### config.mk
export PLATFORM = sky130hd
export DESIGN_NAME = pu_race_engine_flat
export DESIGN_NICKNAME = d
export VERILOG_FILES = /design/src/rtl/pu_race_if.sv /design/src/rtl/pu_race_engine.sv /design/src/flat_wrapper.sv
export SDC_FILE = /design/constraint.sdc
export NUM_CORES = 1
export LEC_CHECK = 0
export ABC_CLOCK_PERIOD_IN_PS = 2300
export BUFFER_PORTS_ARGS = -buffer_cell sky130_fd_sc_hd__buf_2
export CAP_MARGIN = 5
export CORE_MARGIN = 2
export CORE_UTILIZATION = 55
export CTS_BUF_LIST = sky130_fd_sc_hd__clkbuf_8
export CTS_CLUSTER_SIZE = 12
export DETAILED_ROUTE_END_ITERATION = 7
export GPL_TIMING_DRIVEN = 1
export PLACE_DENSITY = 0.8
export SLEW_MARGIN = 10
export SYNTH_ARGS = -nofsm -noshare
export SYNTH_HDL_FRONTEND = slang
export SYNTH_SLANG_ARGS = --single-unit
### constraint.sdc
create_clock -name clk -period 2.3 [get_ports clk]
set_input_delay 0.23 -clock clk [delete_from_list [all_inputs] [get_ports clk]]
set_output_delay 0.23 -clock clk [all_outputs]
set_load 0.02 [all_outputs]
### src/rtl/pu_race_if.sv
`default_nettype none
// ============================================================================
// Module   : pu_race_if
// Brief    : Operand/result bundle between source, race engine and end-signal
//            generator.
// Revision : 1.0
// ============================================================================
interface pu_race_if #(
    parameter int WIDTH = 8
);
    logic             start;
    logic [WIDTH-1:0] in0;
    logic [WIDTH-1:0] in1;
    logic [WIDTH-1:0] in2;
    logic [WIDTH-1:0] in3;
    logic             end_signal;
    logic             PU0_zero;
    logic             PU1_zero;
    logic             PU2_zero;
    logic             PU3_zero;
    logic             busy;
    logic             done;
    logic [1:0]       winner;
    logic             tie;
    logic [WIDTH-1:0] steps;

    modport master (
        output start, in0, in1, in2, in3, end_signal,
        input  PU0_zero, PU1_zero, PU2_zero, PU3_zero,
        input  busy, done, winner, tie, steps
    );

    modport slave (
        input  start, in0, in1, in2, in3, end_signal,
        output PU0_zero, PU1_zero, PU2_zero, PU3_zero,
        output busy, done, winner, tie, steps
    );
endinterface
`default_nettype wire

### src/rtl/pu_race_engine.sv
`default_nettype none
// ============================================================================
// Module   : pu_race_engine
// Brief    : Four-lane countdown race; reports the last surviving lane or a tie.
// Revision : 1.0
// ============================================================================
module pu_race_engine #(
    parameter int WIDTH = 8
) (
    input  wire logic   clk,
    input  wire logic   rst,
    pu_race_if.slave    bus
);
    typedef enum logic [1:0] {
        S_IDLE = 2'd0,
        S_RUN  = 2'd1,
        S_DONE = 2'd2
    } state_t;

    state_t           state_q;
    logic [WIDTH-1:0] lane_q [4];
    logic [WIDTH-1:0] lane_d [4];
    logic [3:0]       lane_zero;
    logic             busy_q;
    logic             done_q;
    logic [1:0]       winner_q;
    logic             tie_q;
    logic [WIDTH-1:0] steps_q;
    logic [1:0]       win_idx;

    // Zero lanes hold so a finished lane never wraps.
    for (genvar g = 0; g < 4; g++) begin : g_lane
        assign lane_zero[g] = (lane_q[g] == '0);
        assign lane_d[g]    = lane_zero[g] ? lane_q[g] : (lane_q[g] - WIDTH'(1));
    end

    always_comb begin
        win_idx = 2'd0;
        for (int i = 3; i >= 0; i--) begin
            if (!lane_zero[i]) begin
                win_idx = 2'(i);
            end
        end
    end

    always_ff @(posedge clk) begin
        if (rst) begin
            state_q  <= S_IDLE;
            busy_q   <= 1'b0;
            done_q   <= 1'b0;
            winner_q <= 2'd0;
            tie_q    <= 1'b0;
            steps_q  <= '0;
            for (int i = 0; i < 4; i++) begin
                lane_q[i] <= '0;
            end
        end else begin
            case (state_q)
                S_IDLE: begin
                    done_q <= 1'b0;
                    if (bus.start) begin
                        lane_q[0] <= bus.in0;
                        lane_q[1] <= bus.in1;
                        lane_q[2] <= bus.in2;
                        lane_q[3] <= bus.in3;
                        steps_q   <= '0;
                        winner_q  <= 2'd0;
                        tie_q     <= 1'b0;
                        busy_q    <= 1'b1;
                        state_q   <= S_RUN;
                    end
                end
                S_RUN: begin
                    if (bus.end_signal) begin
                        winner_q <= win_idx;
                        tie_q    <= 1'b0;
                        busy_q   <= 1'b0;
                        done_q   <= 1'b1;
                        state_q  <= S_DONE;
                    end else if (&lane_zero) begin
                        winner_q <= 2'd0;
                        tie_q    <= 1'b1;
                        busy_q   <= 1'b0;
                        done_q   <= 1'b1;
                        state_q  <= S_DONE;
                    end else begin
                        for (int i = 0; i < 4; i++) begin
                            lane_q[i] <= lane_d[i];
                        end
                        steps_q <= steps_q + WIDTH'(1);
                    end
                end
                S_DONE: begin
                    done_q  <= 1'b0;
                    state_q <= S_IDLE;
                end
                default: begin
                    busy_q  <= 1'b0;
                    done_q  <= 1'b0;
                    state_q <= S_IDLE;
                end
            endcase
        end
    end

    assign bus.PU0_zero = lane_zero[0];
    assign bus.PU1_zero = lane_zero[1];
    assign bus.PU2_zero = lane_zero[2];
    assign bus.PU3_zero = lane_zero[3];
    assign bus.busy     = busy_q;
    assign bus.done     = done_q;
    assign bus.winner   = winner_q;
    assign bus.tie      = tie_q;
    assign bus.steps    = steps_q;
endmodule
`default_nettype wire

### src/flat_wrapper.sv
// flat-port wrapper written by rule: the top's interface ports become plain ports
module pu_race_engine_flat 
#(
    parameter int WIDTH = 8
)
  (clk, rst, bus_start, bus_in0, bus_in1, bus_in2, bus_in3, bus_end_signal, bus_PU0_zero, bus_PU1_zero, bus_PU2_zero, bus_PU3_zero, bus_busy, bus_done, bus_winner, bus_tie, bus_steps);
  pu_race_if #(.WIDTH(WIDTH)) bus_i ();
  input  wire logic clk;
  input  wire logic rst;
  input wire logic [$bits(bus_i.start)-1:0] bus_start;
  input wire logic [$bits(bus_i.in0)-1:0] bus_in0;
  input wire logic [$bits(bus_i.in1)-1:0] bus_in1;
  input wire logic [$bits(bus_i.in2)-1:0] bus_in2;
  input wire logic [$bits(bus_i.in3)-1:0] bus_in3;
  input wire logic [$bits(bus_i.end_signal)-1:0] bus_end_signal;
  output wire logic [$bits(bus_i.PU0_zero)-1:0] bus_PU0_zero;
  output wire logic [$bits(bus_i.PU1_zero)-1:0] bus_PU1_zero;
  output wire logic [$bits(bus_i.PU2_zero)-1:0] bus_PU2_zero;
  output wire logic [$bits(bus_i.PU3_zero)-1:0] bus_PU3_zero;
  output wire logic [$bits(bus_i.busy)-1:0] bus_busy;
  output wire logic [$bits(bus_i.done)-1:0] bus_done;
  output wire logic [$bits(bus_i.winner)-1:0] bus_winner;
  output wire logic [$bits(bus_i.tie)-1:0] bus_tie;
  output wire logic [$bits(bus_i.steps)-1:0] bus_steps;
  assign bus_i.start = bus_start;
  assign bus_i.in0 = bus_in0;
  assign bus_i.in1 = bus_in1;
  assign bus_i.in2 = bus_in2;
  assign bus_i.in3 = bus_in3;
  assign bus_i.end_signal = bus_end_signal;
  assign bus_PU0_zero = bus_i.PU0_zero;
  assign bus_PU1_zero = bus_i.PU1_zero;
  assign bus_PU2_zero = bus_i.PU2_zero;
  assign bus_PU3_zero = bus_i.PU3_zero;
  assign bus_busy = bus_i.busy;
  assign bus_done = bus_i.done;
  assign bus_winner = bus_i.winner;
  assign bus_tie = bus_i.tie;
  assign bus_steps = bus_i.steps;
  pu_race_engine #(.WIDTH(WIDTH)) u_core (.clk(clk), .rst(rst), .bus(bus_i));
endmodule
==> qor.yml <==
cts_hold_buffers: 0
overall_die_width_um: 73.6
timing_worst_slew_pin_value_ps: 751
total_leakage_power_uw: 0.00131
routedWlPerCell_um: 14.8
synthDominantCellAreaShare_pct: 36.1
clk_pin_slew_ps: 90
finalHoldViolCount: 0
worst_hold_startpoint: "rst"
worstHoldPathType: "in -> reg"
drt_first_pass_iters: 4
globalRouteOverflowTotal: 0
path_cells: "nor4_2 -> nand4_2 -> o21ai_1 -> nand2b_4 -> buf_12 -> o21ai_2"
yosys_register_bits: 47
power_switching_uw: 594
initial_core_util_pct: 56.7
floorplan.rows: 25
boundaryPins: 53
max-vdd-ir-drop_uv: 340
cts_tree: "built"
r2r_end: "u_core.lane_q[3][3]"
stdcell_count: 383
worst_skew_pair.late_latency_ps: 300
min_path_cells: 2
clk_path_buf_depth: 2
power.switching_fraction_pct: 28.0
status: "completed"
post-place-cells: 375
critical_path.reg2reg.startpoint: "u_core.lane_q[3][3]"
timing.reg2reg.worst_path_depth: 6
number_of_enable_flip_flop_cells_after_synthesis: 32
power-per-cell-area_mw_per_mm2: 671
chipHeight_um: 73.6
synthCells: 265
die_area_sq_mm: 0.00541
gpl.final_weighted_congestion: 0.783
place.detailed.hpwl_mm: 4.25
cp_max_fo: 12
drt-vias-per-instance: 5.48
drc_errors: 0
ctsHtreeMaxLevel: 2
synth_top_cell_by_area: "sky130_fd_sc_hd__edfxtp_1"
worst_setup_path_start_kind: "flip-flop"
power_frac_seq_pct: 49.9
maximum_number_of_pins_on_one_net_before_global_route_repair: 34
cts.sink_count: 47
antenna_cells: 0
synth_top_cells_by_area: "sky130_fd_sc_hd__edfxtp_1, sky130_fd_sc_hd__dfxtp_1, sky130_fd_sc_hd__nand2_1"
timing.reg2reg.setup_slack_ps: 140
finalClockSkew_ps: 4.29
drt_first_iter_violations: 173
post_cts.repair.setup_buffers: 0
fin_crit_ps: 2160
max_freq_mhz: 463
top_post_synthesis_cells_by_count: "sky130_fd_sc_hd__nand2_1, sky130_fd_sc_hd__edfxtp_1, sky130_fd_sc_hd__o21ai_2, sky130_fd_sc_hd__o21ai_1, sky130_fd_sc_hd__xor2_1"
mappedNetlistArea_sq_mm: 0.00266
rsz0062_at_grt: "no"
fin_tns_setup_ps: 0
grt_pass1_vias: 2054
floorplan.core_area_sq_mm: 0.00469
crit_path_top_delay_cell: "sky130_fd_sc_hd__nor4_2"
hold_end: "u_core.bus.tie"
initial_antenna_violation_count: 0
syn_avg_cell_area_sq_um: 10.0
timing_worst_setup_path_type: "reg -> reg"
p_comb_share_pct: 20.4
ys_warn_count: 0
primary_flip_flop_cell_chosen_by_synthesis_mapping: "sky130_fd_sc_hd__edfxtp_1"
crit_share_post_route_pct: 93.8
p_int_uw: 1530
place.port_buffers: 52
cap_viol_max_count: 0
async_flop_share_pct: 0
biggest_cell_delay_along_the_critical_path_ps: 500
relSlewSlack_pct: 49.6
gr-usage-all-layers_pct: 22.8
drt_wl_total_mm: 5.66
drt.antenna.violating_nets: 0
clockRootBuffer: "sky130_fd_sc_hd__clkbuf_8"
synth_cell_type_count: 40
critical_path_required_ps: 2350
crit_arrival_ps: 2210
share_clk_of_total_power_pct: 29.7
endpoint_kind: "flip-flop"
cts_inserted_buffers: 5
drive_above_1_share_pct: 31.3
count_of_nets_after_finishing: 372
area_growth_pct: 18.9
total_number_of_vias: 2099
grt_pass1_wl_mm: 9.51
synthMostInstantiatedCell: "sky130_fd_sc_hd__nand2_1"
synth.net_count: 309
final_max_slew_viol_count: 0
final-setup-viol-count: 0
ys_seq_area_share_pct: 47.4
-- metrics by stage --
step	utilization [%]	instance area (sq um)	total power (uW)	setup slack [ps]	hold WS, ps
floorplan	-	2660	1370	250	362
global placement	64.8	3040	1490	166	457
detailed placement	64.8	3040	1510	26.5	457
CTS	67.3	3160	2130	61.0	193
global route	67.4	3160	2220	7.14	205
finish	67.4	3160	2120	142	199
-- power groups by stage --
stage               clock network [uW]  registers (uW)  logic [uW]
detailed placement                   0            1080         431
floorplan                            0            1070         307
finish                             630            1060         434
CTS                                639            1060         435
global placement                     0            1070         419
global route                       670            1070         484
-- metal layers --
metal,routed length (um),vias up,global-route usage (%)
met3,284,6,4.94
li1,-,1056,-
met5,0,-,0
met4,51,0,4.85
met2,2770,56,38.2
met1,2550,981,30.4
-- cell type report --
class                      instances  area, sq um
fill                             372         1530
multi-input combinational        199         1300
sequential                        47         1260
timing repair buffer              65          383
clock buffer                       6         82.6
tap                               54         67.6
inverter                          10         37.5
clock inverter                     2         35.0
-- cells by family (layout without fill, tap and decap cells) --
logic type,Yosys count,after routing,share of synthesized area [%]
simple gates,107,107,21.2
xor+xnor,28,28,9.21
flops,47,47,47.4
compound gates,56,56,14.2
buf+inv,19,83,4.23
fa+ha+maj,8,8,3.76
-- state kept, by name (all words and copies together) (netlist names) --
register	count
u_core.lane_q	32
u_core.state_q	2
u_core.bus.done	1
u_core.bus.tie	1
u_core.bus.steps	8
u_core.bus.busy	1
u_core.bus.winner	2
-- critical path: cells and delay by family, from the launching register on --
kind,cells,cell delay (ps)
flops,1,490
compound gates,2,280
simple gates,3,960
buf+inv,1,180
-- placed cells by master (no fill, tap or decap), types with 2 or more instances in the layout --
master,instances
sky130_fd_sc_hd__nor3_1,5
sky130_fd_sc_hd__nor2_1,15
sky130_fd_sc_hd__clkbuf_8,6
sky130_fd_sc_hd__edfxtp_1,32
sky130_fd_sc_hd__and2_1,4
sky130_fd_sc_hd__buf_12,2
sky130_fd_sc_hd__ha_1,8
sky130_fd_sc_hd__nor3b_1,5
sky130_fd_sc_hd__buf_4,11
sky130_fd_sc_hd__dfxtp_1,15
sky130_fd_sc_hd__nor4_2,3
sky130_fd_sc_hd__inv_1,10
sky130_fd_sc_hd__xnor2_1,11
sky130_fd_sc_hd__o21ai_0,4
sky130_fd_sc_hd__o2111ai_1,2
sky130_fd_sc_hd__o21ai_1,22
sky130_fd_sc_hd__nand2b_1,5
sky130_fd_sc_hd__nor3b_2,2
sky130_fd_sc_hd__and3_1,2
sky130_fd_sc_hd__nand2_1,47
sky130_fd_sc_hd__a21oi_1,3
sky130_fd_sc_hd__o21ai_2,20
sky130_fd_sc_hd__or3_1,4
sky130_fd_sc_hd__xor2_1,17
sky130_fd_sc_hd__nand3_1,6
sky130_fd_sc_hd__buf_2,52
-- worst max path at each step --
stage	startpoint	endpoint
after global placement	u_core.lane_q[2][0]	u_core.lane_q[2][2]
after CTS	u_core.lane_q[2][0]	u_core.lane_q[2][2]
final	u_core.lane_q[3][3]	u_core.lane_q[3][3]
after global routing	u_core.lane_q[3][3]	u_core.lane_q[1][3]
after floorplan	u_core.lane_q[3][0]	u_core.lane_q[3][0]
after detailed placement	u_core.lane_q[3][0]	u_core.lane_q[3][6]
-- timing repair --
| action | in CTS | in global routing |
|---|---|---|
| resized for setup | 1 | 3 |
| endpoints found under the setup margin | 7 | 33 |
| pin swaps | 0 | 0 |
(Power assumes the default switching activity.)
